<file path="src/rtl/arb_mux_pkg.sv">
// arb_mux_pkg: shared helpers for the one-hot arbiter mux (index encode, AND-OR select)
package arb_mux_pkg;
  localparam int MAX_CH = 32;
  localparam int MAX_ID_W = 5;
  function automatic logic [MAX_ID_W-1:0] onehot_to_idx(input logic [MAX_CH-1:0] oh);
    logic [MAX_ID_W-1:0] idx;
    idx = '0;
    for (int i = 0; i < MAX_CH; i++) idx |= oh[i] ? MAX_ID_W'(i) : '0;
    return idx;
  endfunction
  // One bit-column of the AND-OR tree: col[k] is bit b of channel k's data.
  function automatic logic and_or_mux(input logic [MAX_CH-1:0] oh, input logic [MAX_CH-1:0] col);
    return |(oh & col);
  endfunction
endpackage

</file>
<file path="src/rtl/arb_onehot_mux_rr_arbiter.sv">
// rr_arbiter: combinational one-hot grant, round-robin from ptr or fixed priority from 0
module rr_arbiter #(
  parameter int NUM_CH = 4,
  parameter bit RR_EN = 1'b1,
  parameter int ID_W = $clog2(NUM_CH)
) (
  input  logic [NUM_CH-1:0] req_i,
  input  logic [ID_W-1:0]   ptr_i,
  output logic [NUM_CH-1:0] grant_o
);
  logic [ID_W-1:0] base;
  logic [2*NUM_CH-1:0] dbl, first;
  // Lower half keeps only requests at or above base; upper half catches the wrap.
  always_comb begin
    base = RR_EN ? ptr_i : '0;
    dbl = {req_i, req_i & ({NUM_CH{1'b1}} << base)};
    first = dbl & (~dbl + 1'b1);
    grant_o = first[NUM_CH-1:0] | first[2*NUM_CH-1:NUM_CH];
  end
endmodule

</file>
<file path="src/rtl/arb_onehot_mux.sv">
// arb_onehot_mux: arbitrates NUM_CH valid/ready channels into one registered output stage
module arb_onehot_mux
  import arb_mux_pkg::*;
#(
  parameter int NUM_CH = 4,
  parameter int DATA_W = 8,
  parameter bit RR_EN = 1'b1,
  parameter int ID_W = $clog2(NUM_CH)
) (
  input  logic                     clk,
  input  logic                     reset,
  input  logic [NUM_CH-1:0]        req_valid_i,
  input  logic [NUM_CH*DATA_W-1:0] req_data_i,
  output logic [NUM_CH-1:0]        req_ready_o,
  output logic                     out_valid_o,
  input  logic                     out_ready_i,
  output logic [DATA_W-1:0]        out_data_o,
  output logic [ID_W-1:0]          out_id_o
);
  logic [NUM_CH-1:0] grant;
  logic [MAX_CH-1:0] col;
  logic [ID_W-1:0] gnt_id, ptr_q, ptr_d, out_id_q, out_id_d;
  logic [DATA_W-1:0] sel_data, out_data_q, out_data_d;
  logic out_valid_q, out_valid_d, load_en, take;
  rr_arbiter #(.NUM_CH(NUM_CH), .RR_EN(RR_EN), .ID_W(ID_W)) u_arb (
    .req_i(req_valid_i),
    .ptr_i(ptr_q),
    .grant_o(grant)
  );
  always_comb begin
    col = '0;
    sel_data = '0;
    for (int b = 0; b < DATA_W; b++) begin
      col = '0;
      for (int k = 0; k < NUM_CH; k++) col[k] = req_data_i[k*DATA_W+b];
      sel_data[b] = and_or_mux(MAX_CH'(grant), col);
    end
    gnt_id = ID_W'(onehot_to_idx(MAX_CH'(grant)));
    load_en = !out_valid_q || out_ready_i;
    take = load_en && |grant;
    req_ready_o = (load_en && !reset) ? grant : '0;
    out_valid_d = load_en ? |grant : out_valid_q;
    out_data_d = take ? sel_data : out_data_q;
    out_id_d = take ? gnt_id : out_id_q;
    ptr_d = take ? ((gnt_id == ID_W'(NUM_CH-1)) ? '0 : gnt_id + 1'b1) : ptr_q;
  end
  always_ff @(posedge clk) begin
    if (reset) begin
      out_valid_q <= 1'b0;
      out_data_q <= '0;
      out_id_q <= '0;
      ptr_q <= '0;
    end else begin
      out_valid_q <= out_valid_d;
      out_data_q <= out_data_d;
      out_id_q <= out_id_d;
      ptr_q <= ptr_d;
    end
  end
  assign out_valid_o = out_valid_q;
  assign out_data_o = out_data_q;
  assign out_id_o = out_id_q;
endmodule
</file>
<file path="config.mk">
export PLATFORM = sky130hd
export DESIGN_NAME = arb_onehot_mux
export DESIGN_NICKNAME = d
export VERILOG_FILES = /design/src/rtl/arb_mux_pkg.sv /design/src/rtl/arb_onehot_mux_rr_arbiter.sv /design/src/rtl/arb_onehot_mux.sv
export SDC_FILE = /design/constraint.sdc
export NUM_CORES = 1
export LEC_CHECK = 0
export CAP_MARGIN = 5
export CORE_MARGIN = 10
export CORE_UTILIZATION = 32
export CTS_BUF_LIST = sky130_fd_sc_hd__clkbuf_4 sky130_fd_sc_hd__clkbuf_8
export DETAILED_ROUTE_END_ITERATION = 10
export PLACE_DENSITY = 0.86
export SKIP_LAST_GASP = 1
export SYNTH_ARGS = -nofsm -noshare
export SYNTH_HDL_FRONTEND = slang
export SYNTH_SLANG_ARGS = --single-unit
export TNS_END_PERCENT = 50
</file>
<file path="constraint.sdc">
create_clock -name clk -period 2.1 [get_ports clk]
set_clock_uncertainty 0.15 [all_clocks]
set_input_delay 0.525 -clock clk [delete_from_list [all_inputs] [get_ports clk]]
set_output_delay 0.525 -clock clk [all_outputs]
set_load 0.005 [all_outputs]
</file>
Word-level counts from Yosys, hierarchy flattened
Cells that the tools add are included.
- $add $sub $neg: 2
- equal/unequal tests: 1
- shifts and indexed selects: 1
- multiplexer cells: 5
- bitwise logic cells: 14
- reductions and logical operators: 14
- operators by type and width (cell ; count):
    $reduce_or 32->1 ; 8
    $and 4x4->4 ; 9
    $add 8x1->8 const B ; 1
    $and 8x8->8 ; 1
    $not 8->8 ; 1
    $mux 2 ; 3
    $mux 4 ; 1
    $or 4x4->4 ; 1
    $reduce_or 4->1 ; 1
    $shl 4x2->4 const A ; 1
    $add 2x1->2 const B ; 1
    $eq 2x2->1 const B ; 1
    $logic_and 1x1->1 ; 2
    $logic_not 1->1 ; 2
    $or 1x2->2 ; 1
    $or 2x2->2 ; 1
    $logic_or 1x1->1 ; 1
    $mux 1 ; 1
- register bits: 13
- output and inout port bits: 15

Longest topological paths before layout
- depth in word-level cells: 11
- mapped depth: 9
- depth with buffers taken out: 8

By module
A second synthesis with hierarchy kept.
- cell total of the unflattened synthesis: 91
- area, all modules: 845.8 sq um
- modules (own cells, without submodules) (module ; instances ; cells each ; area each (sq um)):
    arb_onehot_mux ; 1 ; 75 ; 738.2
    rr_arbiter ; 1 ; 16 ; 107.6

Least setup slack after synthesis
OpenSTA, ideal clock, no wires.
- path kind: input -> register
- start: input req_valid_i[0]
- end: register ptr_q[0]
- library setup time: 0.070 ns
- arrival time: 2.035 ns
- path slack: -0.155 ns
- stages on the path: 9
- path through: clkbuf_1 > nor2_1 > o21bai_1 > a21boi_2 > inv_1 > nand2_1 > ha_1 > or4_1 > a21oi_1
- cells in the longest elaborated chain, start to end: 10
- elaborated cells between the ends (all ways): 15
- those cells by class: add/sub (2); eq/ne (1); mux (4); bitwise (6); reduce/logical (2)
- RTL lines (item ; line ; source):
    start: declaration ; arb_onehot_mux.sv:12 ; input logic [NUM_CH-1:0] req_valid_i,
    $and 4x4->4 ; arb_onehot_mux_rr_arbiter.sv:16 ; dbl = {req_i, req_i & ({NUM_CH{1'b1}} << base)};
    $not 8->8 (*) ; arb_onehot_mux_rr_arbiter.sv:17 ; first = dbl & (~dbl + 1'b1);
    $add 8x1->8 (*) ; arb_onehot_mux_rr_arbiter.sv:17 ;
    $and 8x8->8 (*) ; arb_onehot_mux_rr_arbiter.sv:17 ;
    $or 4x4->4 (*) ; arb_onehot_mux_rr_arbiter.sv:18 ; grant_o = first[NUM_CH-1:0] | first[2*NUM_CH-1:NUM_CH];
    $mux 2 ; arb_mux_pkg.sv:8 ; for (int i = 0; i < MAX_CH; i++) idx |= oh[i] ? MAX_ID_W'(i) : '0;
    $or 1x2->2 ; arb_mux_pkg.sv:8 ;
    $or 2x2->2 (*) ; arb_mux_pkg.sv:8 ;
    net gnt_id[1] ; arb_onehot_mux.sv:22 ; logic [ID_W-1:0] gnt_id, ptr_q, ptr_d, out_id_q, out_id_d;
    $eq 2x2->1 (*) ; arb_onehot_mux.sv:45 ; ptr_d = take ? ((gnt_id == ID_W'(NUM_CH-1)) ? '0 : gnt_id + 1'b1) : ptr_q;
    $mux 2 (*) ; arb_onehot_mux.sv:45 ;
    end signal: assignment ; arb_onehot_mux.sv:57 ; ptr_q <= ptr_d;
    end: declaration ; arb_onehot_mux.sv:22 ;
Mark *: on every way through the listed nets, which the timed path passes. The rest lies on a longest branch.
A chain may end at the register's enable or synchronous reset.

Worst setup path in the final report
- start: register ptr_q[0]
- end: output req_ready_o[2]
- cells in the longest elaborated chain, start to end: 7
- RTL lines (item ; line ; source):
    $shl 4x2->4 (*) ; arb_onehot_mux_rr_arbiter.sv:16 ;
    $and 4x4->4 (*) ; arb_onehot_mux_rr_arbiter.sv:16 ;
    $not 8->8 ; arb_onehot_mux_rr_arbiter.sv:17 ;
    $add 8x1->8 ; arb_onehot_mux_rr_arbiter.sv:17 ;
    $and 8x8->8 (*) ; arb_onehot_mux_rr_arbiter.sv:17 ;
    $or 4x4->4 (*) ; arb_onehot_mux_rr_arbiter.sv:18 ;
    $mux 4 (*) ; arb_onehot_mux.sv:41 ; req_ready_o = (load_en && !reset) ? grant : '0;
    end: declaration ; arb_onehot_mux.sv:14 ; output logic [NUM_CH-1:0] req_ready_o,
Every way passes the cells marked *; elsewhere a longest branch is shown, timed or not.

==> metrics.md <==
| Metric | Value |
|---|---|
| Via Count | `1151` |
| Switching Fraction | `0.3363` |
| Core box area | `2255 sq um` |
| Flop pwr share | `0.328` |
| Total grt overflow | `0` |
| Register area | `267.8 sq um` |
| Psw | `0.3181 mW` |
| Htree depth | `1` |
| CP Class | `register to output port` |
| Failing checks | `setup timing` |
| Final wirelength | `4.101 mm` |
| Post-layout util | `0.7325` |
| Clk_lat worst skew | `0.29 ns` |
| First-pass GRT wire length | `5.906 mm` |
| Cell Chain, Critical Path | `buf_4 -> o21bai_1 -> a21boi_2 -> inv_1 -> nor2_1 -> buf_2` |
| Sink Count | `13` |
| Outcome | `finished with violations` |
| Root Buffer | `clkbuf_4` |
| Worst-path clk slew | `0.08 ns` |
| Final hold violations | `0` |
| Final min period | `2.135 ns` |
| Max-slew violations | `0` |
| P_int | `0.6277 mW` |
| Die H | `69.00 um` |
| Post-synthesis sequential area ratio | `0.3388` |
| Reg2reg path depth | `10` |
| Peak supply drop | `442.5 uV` |
| Multi-input gate area | `589.3 sq um` |
| Clock share of power | `0.173` |
| Die width | `69.00 um` |
| Flops & latches, synth | `13` |
| Total Neg Setup Slack | `-0.03527 ns` |
| CP Capture Type | `output port` |
| Starting density of the core | `0.3407` |
| Mapped Cells | `95` |
| Worst Hold Depth | `2` |
| Setup-failing EPs final | `1` |
| Site Rows | `17` |
| CP max stage delay | `0.37 ns` |
| Critical Path Fanout Max | `5` |
| Post-route ant nets | `0` |
| Clock Path Buffers | `2` |
| Pre-CTS WS | `-0.7901 ns` |
| Worst path slowest cell | `dfxtp_4` |
| Antenna violations before repair | `0` |
| Via-to-Cell Ratio | `5.698` |
| Critical Path AT | `1.46 ns` |
| Io pins | `54` |
| FMAX | `0.4683 GHz` |
| Hold WC Path Type | `register to register` |
| Final period util | `1.017` |
| CTS tree | `built` |
| Worst slew margin | `0.7220` |
| Synth Cell Area | `768.2 sq um` |
| Detail Placement HPWL | `2.741 mm` |
| Layout cells sized above 1 | `0.3851` |
| TritonCTS Buffers | `3` |
| Commonest non-fill, non-tap cells in the layout | `43 x clkdlybuf4s50_1, 27 x buf_4, 13 x nor2_1` |
| Slew @ Worst Pin | `0.4117 ns` |
| Die area | `4760 sq um` |
| Pleak | `0.6835 nW` |
| Total power | `0.9458 mW` |
| Final Net Count | `215` |
| # diodes | `0` |
| DR WL/cell | `20.30 um` |
| Synth cell types | `26` |
| Iter 0 DRT Violations | `119` |
| Warnings from Yosys | `0` |
| Vias in the first global route | `1251` |
| Fillers | `169` |
| DRC viols | `0` |
| Placed inst area | `1416 sq um` |
| Synthesized net count | `135` |
| Post-route setup slack | `-0.03527 ns` |
| Largest net degree at the start of global routing | `14` |
| Area growth, synth to finish | `115.0%` |
| Final instance area | `1652 sq um` |
| Power Density | `572.7 nW/um^2` |
| # port buffers | `53` |
| Worst Path Required | `1.42 ns` |
| GPL Wtd Cong | `0.8359` |
| Startpoint types | `register` |
| Comb pwr share | `0.499` |
| Total track usage | `0.1650` |
| Pre-Repair DR Iteration Count | `5` |
| RSZ-0062 raised after global routing | `true` |
| Mean post-synth cell area | `8.087 sq um` |
| Hold_buf cts | `0` |
| Max-cap violations | `0` |
| Commonest non-fill, non-tap cell in the layout | `clkdlybuf4s50_1` |
[worst max-delay path, delay by kind of cell (launching register included)]
kind / cells / cell delay (ns)
AND/OR/NAND/NOR: 1 / 0.08
buffers and inverters: 3 / 0.36
AO/OA/AOI/OAI: 2 / 0.36
flip-flops: 1 / 0.37
[power groups by stage]
stage / sequential (mW) / combinational [mW] / clock [mW]
finish: 0.310 / 0.472 / 0.164
CTS: 0.306 / 0.435 / 0.160
detailed placement: 0.309 / 0.350 / 0
floorplan: 0.301 / 0.151 / 0
global placement: 0.306 / 0.340 / 0
global route: 0.315 / 0.509 / 0.180
[cell type report]
cell class / instances / share of cell area
flip-flops and latches: 13 / 0.1621
repair buffers: 81 / 0.4386
clock inverters: 1 / 0.003030
clock buffers: 3 / 0.01364
well taps: 28 / 0.02121
multi-input cells: 74 / 0.3568
inverters: 2 / 0.004545
[cells in the mapped netlist]
master | number | area, sq um
nand2_1 | 7 | 26.28
a222oi_1 | 8 | 80.08
buf_6 | 1 | 11.26
o41ai_1 | 1 | 8.760
o22ai_1 | 1 | 6.260
or2_0 | 1 | 6.260
a21boi_2 | 1 | 11.26
nor2_2 | 1 | 6.260
o21bai_1 | 3 | 22.52
clkbuf_1 | 5 | 18.77
a21boi_1 | 1 | 7.510
dfxtp_1 | 13 | 260.3
nor2_1 | 15 | 56.30
inv_1 | 2 | 7.510
and3_4 | 1 | 11.26
nor2b_1 | 2 | 12.51
o21a_1 | 1 | 7.510
a311oi_1 | 9 | 78.83
o21ai_0 | 2 | 10.01
ha_1 | 1 | 12.51
o211a_1 | 1 | 10.01
nand3_1 | 9 | 45.04
or4_1 | 1 | 7.510
a31oi_1 | 1 | 6.260
a21oi_1 | 5 | 25.02
nand2b_1 | 2 | 12.51
[timing repair]
item,CTS,global route
setup endpoints to repair,9,13
pin swaps,14,12
buffers inserted,18,1
gates resized for setup,57,16
[flip-flops by register name, summed over array words and instances, names as in the netlist]
name,count
ptr_q,2
out_valid_o,1
out_id_o,2
out_data_o,8
[worst paths after layout]
kind / start / to / slack [ns]
setup / recovery: ptr_q[0] / req_ready_o[2] / -0.04
hold / removal: out_id_o[0] / out_id_o[0] / 0.32
setup reg to reg: ptr_q[1] / ptr_q[0] / 0
hold reg to reg: out_id_o[0] / out_id_o[0] / 0.32
[cell families (layout without fill, tap and decap cells)]
family | Yosys count | after routing | synth area share
flops | 13 | 13 | 0.3388
fa+ha+maj | 1 | 1 | 0.01628
compound gates | 34 | 34 | 0.3567
simple gates | 39 | 39 | 0.2394
buf+inv | 8 | 87 | 0.04887
[metal layers]
| metal | share of wire | vias up | track usage |
|---|---|---|---|
| met2 | 0.56 | 58 | 0.2957 |
| met1 | 0.32 | 542 | 0.1574 |
| li1 | - | 536 | - |
| met3 | 0.069 | 15 | 0.04348 |
| met4 | 0.049 | 0 | 0.1256 |
| met5 | 0 | - | 0 |
[per-stage QoR]
step | hold WS, ns | cells
4_1_cts | 0.3228 | 204
5_1_grt | 0.3539 | 202
3_3_place_gp | 0.3056 | 185
3_5_place_dp | 0.3101 | 185
6_report | 0.3180 | 202
2_1_floorplan | 0.3027 | 95
Power figures use the tool's default switching activity.
